===== config.mk =====
export PLATFORM = sky130hd
export DESIGN_NAME = muldiv_unit
export DESIGN_NICKNAME = d
export VERILOG_FILES = /design/src/rtl/muldiv_unit.sv
export SDC_FILE = /design/constraint.sdc
export NUM_CORES = 1
export LEC_CHECK = 0
export ABC_CLOCK_PERIOD_IN_PS = 5300
export BUFFER_PORTS_ARGS = -buffer_cell sky130_fd_sc_hd__buf_2
export CORE_UTILIZATION = 50
export CTS_BUF_LIST = sky130_fd_sc_hd__clkbuf_4
export CTS_CLUSTER_DIAMETER = 50
export DETAILED_ROUTE_END_ITERATION = 8
export PLACE_DENSITY = 0.7
export SLEW_MARGIN = 20
export SYNTH_ARGS = -nofsm -noshare
export SYNTH_HDL_FRONTEND = slang
export SYNTH_SLANG_ARGS = --single-unit

===== constraint.sdc =====
create_clock -name clk -period 5.3 [get_ports clk]
set_clock_uncertainty 0.1 [all_clocks]
set_input_delay 0.265 -clock clk [delete_from_list [all_inputs] [get_ports clk]]
set_output_delay 0.265 -clock clk [all_outputs]
set_load 0.01 [all_outputs]

===== src/rtl/muldiv_unit.sv =====
// Iterative RV32M/RV64M multiply/divide unit: shift-add multiply and restoring divide,
// BPC bits per cycle, with 1-cycle resolution of divide-by-zero and signed overflow.
module muldiv_unit #(
  parameter int XLEN = 32,
  parameter int BPC  = 1
) (
  input  logic            clk,
  input  logic            reset_n,
  input  logic            start,
  input  logic [2:0]      funct3,
  input  logic [XLEN-1:0] srca,
  input  logic [XLEN-1:0] srcb,
  input  logic            flush,
  output logic            ready,
  output logic            busy,
  output logic            done,
  output logic [XLEN-1:0] result
);

  localparam int STEPS = XLEN / BPC;
  localparam int CW    = $clog2(STEPS + 1);

  typedef enum logic [1:0] {IDLE, RUN, DONE} state_t;

  state_t          state;
  logic [CW-1:0]   count;
  logic [2:0]      op;
  logic            neg_q, neg_r;
  logic [XLEN-1:0] hi, lo, opnd;

  logic            a_signed, b_signed, a_neg, b_neg, div_zero, div_ovf;
  logic [XLEN-1:0] a_mag, b_mag, special_res;

  // Operand signedness and magnitudes are decided once, when the op is accepted.
  always_comb begin
    a_signed = 1'b0;
    b_signed = 1'b0;
    case (funct3)
      3'b000, 3'b001, 3'b100, 3'b110: begin
        a_signed = 1'b1;
        b_signed = 1'b1;
      end
      3'b010:  a_signed = 1'b1;
      default: ;
    endcase
    a_neg    = a_signed & srca[XLEN-1];
    b_neg    = b_signed & srcb[XLEN-1];
    a_mag    = a_neg ? -srca : srca;
    b_mag    = b_neg ? -srcb : srcb;
    div_zero = funct3[2] && (srcb == '0);
    div_ovf  = funct3[2] && !funct3[0] && (srca == {1'b1, {(XLEN-1){1'b0}}}) && (srcb == '1);
    if (div_zero)
      special_res = funct3[1] ? srca : '1;
    else
      special_res = funct3[1] ? '0 : srca;
  end

  logic [XLEN-1:0] hi_n, lo_n;
  logic [XLEN:0]   sum, sh;

  // One iteration = BPC unrolled steps; {hi,lo} is the product or {remainder,quotient}.
  always_comb begin
    hi_n = hi;
    lo_n = lo;
    sum  = '0;
    sh   = '0;
    for (int i = 0; i < BPC; i++) begin
      if (op[2]) begin
        sh = {hi_n, lo_n[XLEN-1]};
        if (sh >= {1'b0, opnd}) begin
          sh   = sh - {1'b0, opnd};
          lo_n = {lo_n[XLEN-2:0], 1'b1};
        end else begin
          lo_n = {lo_n[XLEN-2:0], 1'b0};
        end
        hi_n = sh[XLEN-1:0];
      end else begin
        sum  = {1'b0, hi_n} + (lo_n[0] ? {1'b0, opnd} : '0);
        lo_n = {sum[0], lo_n[XLEN-1:1]};
        hi_n = sum[XLEN:1];
      end
    end
  end

  logic [2*XLEN-1:0] prod;
  logic [XLEN-1:0]   quo, rem, final_res;

  always_comb begin
    prod = neg_q ? -{hi_n, lo_n} : {hi_n, lo_n};
    quo  = neg_q ? -lo_n : lo_n;
    rem  = neg_r ? -hi_n : hi_n;
    case (op)
      3'b000:                 final_res = prod[XLEN-1:0];
      3'b001, 3'b010, 3'b011: final_res = prod[2*XLEN-1:XLEN];
      3'b100, 3'b101:         final_res = quo;
      default:                final_res = rem;
    endcase
  end

  // Flush wins over both a new start and completion of the running op.
  always_ff @(posedge clk or negedge reset_n) begin
    if (!reset_n) begin
      state  <= IDLE;
      busy   <= 1'b0;
      done   <= 1'b0;
      result <= '0;
      count  <= '0;
      op     <= '0;
      neg_q  <= 1'b0;
      neg_r  <= 1'b0;
      hi     <= '0;
      lo     <= '0;
      opnd   <= '0;
    end else begin
      case (state)
        IDLE, DONE: begin
          if (flush) begin
            state <= IDLE;
            busy  <= 1'b0;
            done  <= 1'b0;
          end else if (start) begin
            op    <= funct3;
            neg_q <= a_neg ^ b_neg;
            neg_r <= a_neg;
            count <= '0;
            hi    <= '0;
            lo    <= funct3[2] ? a_mag : b_mag;
            opnd  <= funct3[2] ? b_mag : a_mag;
            if (div_zero || div_ovf) begin
              state  <= DONE;
              busy   <= 1'b0;
              done   <= 1'b1;
              result <= special_res;
            end else begin
              state <= RUN;
              busy  <= 1'b1;
              done  <= 1'b0;
            end
          end else begin
            state <= IDLE;
            done  <= 1'b0;
          end
        end
        RUN: begin
          if (flush) begin
            state <= IDLE;
            busy  <= 1'b0;
            done  <= 1'b0;
          end else begin
            hi    <= hi_n;
            lo    <= lo_n;
            count <= count + 1'b1;
            if (count == CW'(STEPS - 1)) begin
              state  <= DONE;
              busy   <= 1'b0;
              done   <= 1'b1;
              result <= final_res;
            end
          end
        end
        default: begin
          state <= IDLE;
          busy  <= 1'b0;
          done  <= 1'b0;
        end
      endcase
    end
  end

  assign ready = (state != RUN);

endmodule


# Yosys cells after proc, flatten, opt, wreduce, memory -nomap -nowiden
# Index checks and enable logic that the tools add are counted.
[totals]
register_bits = 143
latch_bits = 0
mem_bits_rw = 0
romBits = 0
out_inout_bits = 35
wordCells = 120
memories = 0
[classes]
add_sub_neg = 8
multipliers = 0
n_div = 0
magnitude_cmp = 1
n_eq_ne = 22
shifts = 0
n_mux = 54
bitwise_logic = 4
n_reduce_logical = 20
[op_table]
columns = ["operator", "n"]
rows = [
  ["32-bit 2-to-1 mux", 24],
  ["32-bit case mux with 2 select lines", 3],
  ["32-bit negator", 4],
  ["32-bit case mux with 3 select lines", 1],
  ["32-bit equality test (second input constant)", 2],
  ["64-bit 2-to-1 mux", 1],
  ["64-bit negator", 1],
  ["32-bit by 32-bit adder with 33-bit output", 1],
  ["33-bit by 32-bit greater-or-equal comparator with 1-bit output", 1],
  ["32-bit logical NOT", 1],
  ["32-bit subtractor", 1],
  ["6-bit 2-to-1 mux", 3],
  ["1-bit 2-to-1 mux", 13],
  ["3-bit equality test (second input constant)", 4],
  ["6-bit case mux with 2 select lines", 1],
  ["2-bit 2-to-1 mux", 5],
  ["2-bit inequality test (second input constant)", 5],
  ["3-bit by 2-bit equality test with 1-bit output (second input constant)", 3],
  ["6-bit by 1-bit adder with 6-bit output (second input constant)", 1],
  ["3-bit by 1-bit equality test with 1-bit output (second input constant)", 2],
  ["6-bit by 5-bit equality test with 1-bit output (second input constant)", 1],
  ["3-bit logical NOT", 2],
  ["3-bit inequality test (second input constant)", 2],
  ["6-bit AND reduction", 1],
  ["20 further kinds", 26],
]

# Logic depth before layout (Yosys ltp)
# Gate-level depths: netlist of the first run.
[logic_depth]
depth_word = 9
mapped_depth = 26
depth_no_buf = 22

# Worst setup path before layout of the first run
# No wires, ideal clock.
[synth_path]
path_type = "reg2reg"
from = "reg hi[17]"
to = "reg result[18]"
setup_ns = 0.128
arrival_ns = 4.822
setup_slack_ns = 0.251
path_stages_with_launch = 26
period_less_slack_ns = 5.049
path_cell_list = "dfrtp_1 > ha_1 > clkbuf_1 > a21oi_1 > o21ai_1 > a22oi_1 > a21o_1 > nand2_1 > buf_2 > buf_4 > buf_4 > nor2_1 > nor2_1 > inv_1 > ha_1 > nand2_1 > or3_1 > or3_1 > or2_0 > or2_2 > clkbuf_1 > nor3_1 > a21oi_1 > xor2_1 > a221oi_1 > nor3_1"
[synth_via]
elab_chain_cells = 9
elab_cells_between_ends = 17
cone_classes = "add/sub: 5; order compare: 1; mux: 11"
[synth_lines]
columns = ["item", "line_no", "text"]
rows = [
  ["from (decl)", "29", "logic [XLEN-1:0] hi, lo, opnd;"],
  ["from (signal assigned)", "150", "hi <= hi_n;"],
  ["32-bit subtractor / 33-bit by 32-bit greater-or-equal comparator with 1-bit output (equally long branches)", "71, 70", ""],
  ["32-bit 2-to-1 mux / 1-bit 2-to-1 mux (equally long branches)", "70", "if (sh >= {1'b0, opnd}) begin"],
  ["32-bit 2-to-1 mux", "68", "if (op[2]) begin"],
  ["64-bit negator (tied with other cells)", "89", "prod = neg_q ? -{hi_n, lo_n} : {hi_n, lo_n};"],
  ["64-bit 2-to-1 mux (tied with other cells)", "89", ""],
  ["32-bit case mux with 3 select lines (*)", "92", "case (op)"],
  ["32-bit 2-to-1 mux (*)", "153", "if (count == CW'(STEPS - 1)) begin"],
  ["32-bit 2-to-1 mux (*)", "145", "if (flush) begin"],
  ["32-bit case mux with 2 select lines (*)", "115", "case (state)"],
  ["to (signal assigned)", "133", "result <= special_res;"],
  ["to (signal assigned)", "157", "result <= final_res;"],
  ["to (decl)", "17", "output logic [XLEN-1:0] result"],
]
# Mark *: on every way between the ends. The rest lies on a longest branch, timed or not. The select of a mux whose other input is x is not followed.
# A chain may end at the register's enable or synchronous reset.

# Final worst setup path of the first run
[layout_path]
from = "reg hi[2]"
to = "reg result[2]"
[layout_via]
elab_chain_cells = 9
elab_cells_between_ends = 16
cone_classes = "add/sub: 4; order compare: 1; mux: 11"
[layout_lines]
columns = ["item", "line_no"]
rows = [
  ["33-bit by 32-bit greater-or-equal comparator with 1-bit output", "70"],
  ["1-bit 2-to-1 mux / 32-bit 2-to-1 mux (equally long branches)", "70"],
  ["32-bit 2-to-1 mux", "68"],
  ["64-bit negator (tied with other cells)", "89"],
  ["64-bit 2-to-1 mux (tied with other cells)", "89"],
  ["32-bit case mux with 3 select lines (*)", "92"],
  ["32-bit 2-to-1 mux (*)", "153"],
  ["32-bit 2-to-1 mux (*)", "145"],
  ["32-bit case mux with 2 select lines (*)", "115"],
]
# Marks and branches as above.

==> results of run 1 <==
final cells by class:
cell class / count / area, um2
antenna: 3 / 7.507
clock buffer: 18 / 135.1
clock inverter: 14 / 180.2
fill: 3109 / 13360
inverter: 72 / 270.3
multi-input combinational: 1894 / 12150
sequential: 142 / 3557
tap: 435 / 544.3
timing repair buffer: 256 / 1760
cells by family (layout without fill, tap and decap cells):
kind of cell / count (synthesis) / in the layout / share of synthesized area (%)
simple gates: 804 / 804 / 23.90
other cells: 0 / 3 / 0
buf+inv: 208 / 360 / 5.258
fa+ha+maj: 72 / 72 / 5.578
compound gates: 808 / 808 / 31.90
xor+xnor: 149 / 149 / 7.947
flops: 142 / 142 / 21.64
mux: 61 / 61 / 3.779
Yosys cell counts (all sizes together), types with 6 or more instances:
| library cell | number |
|---|---|
| or3 | 20 |
| and3 | 12 |
| nand3 | 53 |
| a2111oi | 7 |
| ha | 70 |
| clkbuf | 89 |
| nor2 | 195 |
| nor4 | 23 |
| or4 | 12 |
| mux2 | 8 |
| nor2b | 17 |
| xnor2 | 90 |
| o21ai | 251 |
| o21bai | 11 |
| nand2 | 268 |
| o31ai | 33 |
| a211o | 7 |
| xor2 | 59 |
| inv | 70 |
| a21o | 37 |
| dfrtp | 142 |
| and2 | 46 |
| a31oi | 30 |
| o211ai | 26 |
| o22ai | 8 |
| a22o | 28 |
| or2 | 13 |
| a221oi | 9 |
| a211oi | 35 |
| o221ai | 11 |
| o311ai | 7 |
| mux2i | 53 |
| a21oi | 225 |
| nor3 | 65 |
| nand2b | 7 |
| nand4 | 40 |
| a31o | 6 |
| nor3b | 8 |
| buf | 47 |
| o21a | 13 |
| o41ai | 10 |
| o31a | 6 |
worst paths after layout:
path | start | end | slack [ns] | depth (start not counted)
min in group asynchronous | reset_n | result[24]$_DFFE_PN0P_ | 0.14 | 2
hold / removal | srca[30] | lo[30]$_DFFE_PN0P_ | 0.05 | 5
hold reg to reg | result[3]$_DFFE_PN0P_ | result[3]$_DFFE_PN0P_ | 0.40 | 2
setup reg to reg | hi[2]$_DFFE_PN0P_ | result[2]$_DFFE_PN0P_ | 0.23 | 23
max in group asynchronous | reset_n | result[17]$_DFFE_PN0P_ | 3.65 | 3
setup / recovery | hi[2]$_DFFE_PN0P_ | result[2]$_DFFE_PN0P_ | 0.23 | 23
state kept, by name, summed over array words and instances (netlist names):
register and cells:
hi 32, lo 32, opnd 32, result 32
count 6, op 3, busy 1, done 1
neg_q 1, neg_r 1, state 1
metrics by stage:
step	cell area, um2	hold WS, ns	power (uW)	util, %	setup WS [ns]
2_1_floorplan	16420	-0.1306	7311	-	0.2505
3_3_place_gp	17980	0.2923	10430	56.25	0.2004
3_5_place_dp	17980	0.3017	10480	56.25	0.04597
4_1_cts	18480	0.006388	11370	57.80	0.01287
5_1_grt	18600	0.04840	12400	58.19	-0.003131
6_report	18600	0.05494	11820	58.20	0.2261
layer usage:
layer  wire length, um  up-vias
met2             31030     1230
met3              8672      226
met4              3999       10
met1             30240     9022
met5                64        -
li1                  -     8542
timing repair:
item / 4_1_cts / 5_1_grt
setup endpoints to repair: 0 / 17
gates resized for setup: 0 / 27
buffers inserted: 0 / 2
endpoints found under the hold margin: 102 / 0
hold buffers: 18 / 0
worst max-delay path, delay by kind of cell, from the launching register on:
kind	cells	cell delay (ns)
simple gates	8	1.84
compound gates	9	1.46
fa+ha+maj	2	0.56
flops	1	0.47
buf+inv	3	0.38
mux	1	0.12
report_power, final:
group	leakage [uW]	total (uW)	internal, uW	switching [uW]
registers	0.00184	1770	1370	398
logic	0.00590	9190	3330	5860
clock network	0.000165	859	342	517
==> results_dict.tcl, run 1 <==
set metrics [dict create \
    yosysWarnings 0 \
    synth-seq-cells 142 \
    worst_slew_pin_slew_ns 1.143 \
    cts-root-buf "clkbuf_4" \
    grt_pass1_wl_um 109200 \
    wire_per_inst_um 26.11 \
    ys_types 111 \
    cp_data_required_time_ns 5.72 \
    viasPerCell 6.715 \
    clkLatencyLatePin_ns 0.66 \
    path_max_fanout 6 \
    maxCapViolCount 0 \
    stdcell_count 2834 \
    cpMostUsedCell "nor2_1" \
    grt_util_all_layers_pct 43.86 \
    rows 65 \
    clock_sink_count 142 \
    overflow 0 \
    drtAntennaViolNets 0 \
    drive_gt1_share_pct 15.40 \
    async_flop_share_pct 100.0 \
    syn2layout_area_growth_pct 13.29 \
    yosys.area.top_type_share_pct 21.64 \
    drt_first_pass_iters 6 \
    layout_commonest_cell "nand2_1" \
    period_share_pct 95.73 \
    synthTopCellsByArea "dfrtp_1 22%, o21ai_0 7.4%, a21oi_1 6.7%" \
    cts_max_path_buffers 2 \
    numCtsBuffers 17 \
    synthesis.nets 2387 \
    pin_count 106 \
    slew_violations 0 \
    via_count 19030 \
    finalSetupTns_ns 0 \
    place.gp.congestion 1.018 \
    cpPeakStageDelay_ns 0.47 \
    synthFlopType "dfrtp_1" \
    path_cells "ha_1 -> a21o_1 -> a21oi_4 -> a211o_2 -> a21oi_2 -> or3_1 -> nor2_1 -> nor2_1 -> inv_1 -> ha_1 -> nand2_1 -> or3_1 -> or3_4 -> or2_0 -> buf_4 -> nor2_1 -> buf_4 -> a21oi_1 -> o2bb2ai_1 -> mux2i_1 -> o21ai_0 -> a21oi_1 -> o21ai_0" \
    cp-start-kind "flop" \
    wl_um 74010 \
    htree_levels 4 \
    grt_pass1_vias 17192 \
    drtIter0Drc 2749 \
    core_area_um2 31960 \
    hold_viol_final 0 \
    path_class "reg2reg" \
    max-slew-margin-rel_pct 23.80 \
    p_leak_uw 0.007907 \
    syn_inst 2244 \
    end_kind "flop" \
    seq_area_frac_synth_pct 21.64 \
    syn_area_um2 16420 \
    grt_antenna_before_repair 8 \
    max_freq_mhz 197.1 \
    min_path_type "in2reg" \
    clkSlewWorstSetupHoldPaths_ns 0.15 \
    vdd_drop_max_v 0.0002879 \
    start_util_pct 51.38 \
    grt_use_met2_pct 65.25 \
    worstPathArrival_ns 5.50 \
    status "complete, no violations" \
    grt_use_met1_pct 59.04 \
    yosys.area.top_type "dfrtp_1" \
    period_needed_ns 5.074 \
    setup_viol 0 \
    final_cell_mix "268 x nand2_1, 241 x o21ai_0, 215 x a21oi_1" \
    die_w_um 183.2 \
    dp_hpwl_um 58280 \
    cts_tree "built" \
    cp_slowest_cell "dfrtp_1" \
    met3_usage_pct 11.44 \
    placedCellCount 2779 \
    dieArea_um2 33570 \
    drc 0 \
    busiest_layer "met2" \
    synth_edf_count 0 \
    power.density_nw_per_um2 635.3 \
    fin_nets 2526 \
    grt_max_degree 95 \
    avgSynthCellArea_um2 7.318 \
    io_buffer_count 105 \
    die_y_um 183.2 \
]
(Power assumes the default switching activity.)
==> run 2: changes to the inputs <==
SETUP_SLACK_MARGIN = 0.5   (was not set)
==> run 2 against run 1 <==
  * Fmax up 6.5%
  * First-iteration DRC count is 10% lower
  * Sequential share of layout area fell by 0.91 points
  * Register-to-register slack improved by 0.31 ns
  * Clock power down 7.1%
  * Utilization rose by 3.2 points
  * Combinational power grew 9.9%
  * Sequential power about the same
  * Die area is the same
==> results_dict.tcl, run 2 (synthesis gave the netlist of run 1 again) <==
set metrics [dict create \
    p_leak_uw 0.008108 \
    power.density_nw_per_um2 645.0 \
    worstPathArrival_ns 5.20 \
    grt_pass1_wl_um 111500 \
    max_freq_mhz 209.9 \
    hold_viol_final 0 \
    syn2layout_area_growth_pct 19.59 \
    cp_data_required_time_ns 5.73 \
    overflow 0 \
    layout_commonest_cell "nand2_1" \
    core_area_um2 31960 \
    grt_antenna_before_repair 5 \
    pin_count 106 \
    met3_length_um 8692 \
    htree_levels 4 \
    cts-root-buf "clkbuf_4" \
    fin_nets 2568 \
    dr.max_layer_used "met5" \
    setup_viol 0 \
    p_seq_share_pct 14.1 \
    finalWorstSetupSlack_ns 0.5361 \
    p_int_uw 5500 \
    maxCapViolCount 0 \
    final_cell_mix "266 x nand2_1, 234 x o21ai_0, 203 x a21oi_1" \
    clkLatencyLatePin_ns 0.65 \
    wl_met2_um 32340 \
    drtAntennaViolNets 0 \
    end_kind "flop" \
    drt_first_pass_iters 7 \
    viasPerCell 6.737 \
    die_w_um 183.2 \
    drc 0 \
    wl_um 76060 \
    start_util_pct 51.38 \
    place.gp.congestion 1.057 \
    min_path_type "in2reg" \
    finalSetupTns_ns 0 \
    combPwrFrac_pct 79.6 \
    p_switching_uw 7165 \
    wire_per_inst_um 26.46 \
    grt_pass1_vias 17620 \
    netSwitchingFraction_pct 56.57 \
    whs_ns 0.03971 \
    rows 65 \
    final_cell_area_um2 19640 \
    cts_max_path_buffers 2 \
    period_needed_ns 4.764 \
    slew_violations 0 \
    io_buffer_count 105 \
    vdd_drop_max_v 0.0003082 \
    grt_max_degree 121 \
    wirelength_met1_um 29740 \
    clkSlewWorstSetupHoldPaths_ns 0.16 \
    via_count 19368 \
    path_class "reg2reg" \
    drive_gt1_share_pct 22.11 \
    worst_slew_pin_slew_ns 1.062 \
    numCtsBuffers 17 \
    status "complete, no violations" \
    dpl-instance-area_um2 17860 \
    clock_sink_count 142 \
    cp-start-kind "flop" \
    drtIter0Drc 2465 \
    max-slew-margin-rel_pct 29.19 \
    die_y_um 183.2 \
    rsz0062_at_grt "yes" \
    dieArea_um2 33570 \
    grt_util_all_layers_pct 44.42 \
    post-place-ws_ns 0.03681 \
    dp_hpwl_um 58480 \
    utilization_pct 61.44 \
    cts_tree "built" \
    path_max_fanout 9 \
    clock_power_share_pct 6.3 \
    period_share_pct 89.88 \
]
-- run 2: cell types whose count changed in the layout (fill, tap and decap cells not counted), moves of 8 or more --
cell,before,now
ha_4,0,20
ha_2,3,19
a21oi_2,8,16
buf_4,129,171
dfrtp_2,0,15
ha_1,67,31
a21oi_1,215,203
dfrtp_1,141,126
-- run 2: cell type report --
cell class	count	area (um2)
diodes	2	5.005
clock buffers	20	150.1
clock inverters	12	137.6
fillers	2960	12320
inverters	72	270.3
multi-input cells	1894	12870
flip-flops and latches	142	3576
well taps	435	544.3
repair buffers	298	2087
-- run 2: power groups by stage --
stage / clock network (uW) / logic (uW) / registers (uW)
3_3_place_gp: 0 / 8680 / 1740
4_1_cts: 796 / 8870 / 1730
3_5_place_dp: 0 / 8690 / 1750
6_report: 798 / 10100 / 1780
2_1_floorplan: 0 / 5710 / 1610
5_1_grt: 836 / 10600 / 1810
-- run 2: repair_timing --
action                                  4_1_cts  5_1_grt
pin swaps                                    12       46
resized for setup                            35      161
endpoints found under the setup margin       24       27
hold buffers                                 16        0
buffers inserted                             10       52
gates cloned                                  0        1
endpoints found under the hold margin        89        0
-- run 2: worst paths after layout --
kind / to / from / cells after the start / slack, ns
setup / recovery: result[26]$_DFFE_PN0P_ / lo[0]$_DFFE_PN0P_ / 19 / 0.54
hold / removal: result[4]$_DFFE_PN0P_ / srca[4] / 4 / 0.04
setup reg to reg: result[26]$_DFFE_PN0P_ / lo[0]$_DFFE_PN0P_ / 19 / 0.54
hold reg to reg: busy$_DFFE_PN0P_ / busy$_DFFE_PN0P_ / 2 / 0.40
max in group asynchronous: hi[8]$_DFFE_PN0P_ / reset_n / 3 / 3.59
min in group asynchronous: result[24]$_DFFE_PN0P_ / reset_n / 2 / 0.09
-- run 2: routing by layer --
metal / up-vias / track usage (%)
met2: 1269 / 65.81
met3: 268 / 11.54
met5: - / 0
met1: 9208 / 57.50
li1: 8617 / -
met4: 6 / 27.63
-- run 2: worst max-delay path, stage by stage (launching register included) --
cell       delay, ns
dfrtp_2         0.49
clkbuf_16       0.19
and2_1          0.14
ha_1            0.34
o21a_1          0.24
o211ai_1        0.22
a21oi_2         0.12
or3b_2          0.51
xnor2_1         0.16
buf_4           0.16
o32a_1          0.17
nand4_1         0.13
buf_4           0.20
nor3b_2         0.28
nand4_4         0.20
buf_4           0.19
or2_2           0.29
a211oi_2        0.28
o21a_1          0.17
o22ai_1         0.07
-- run 2: through the flow --
step	total power, uW	std cells
6_report	12670	2875
3_5_place_dp	10440	2762
2_1_floorplan	7323	2244
5_1_grt	13240	2874
4_1_cts	11400	2820
3_3_place_gp	10420	2762
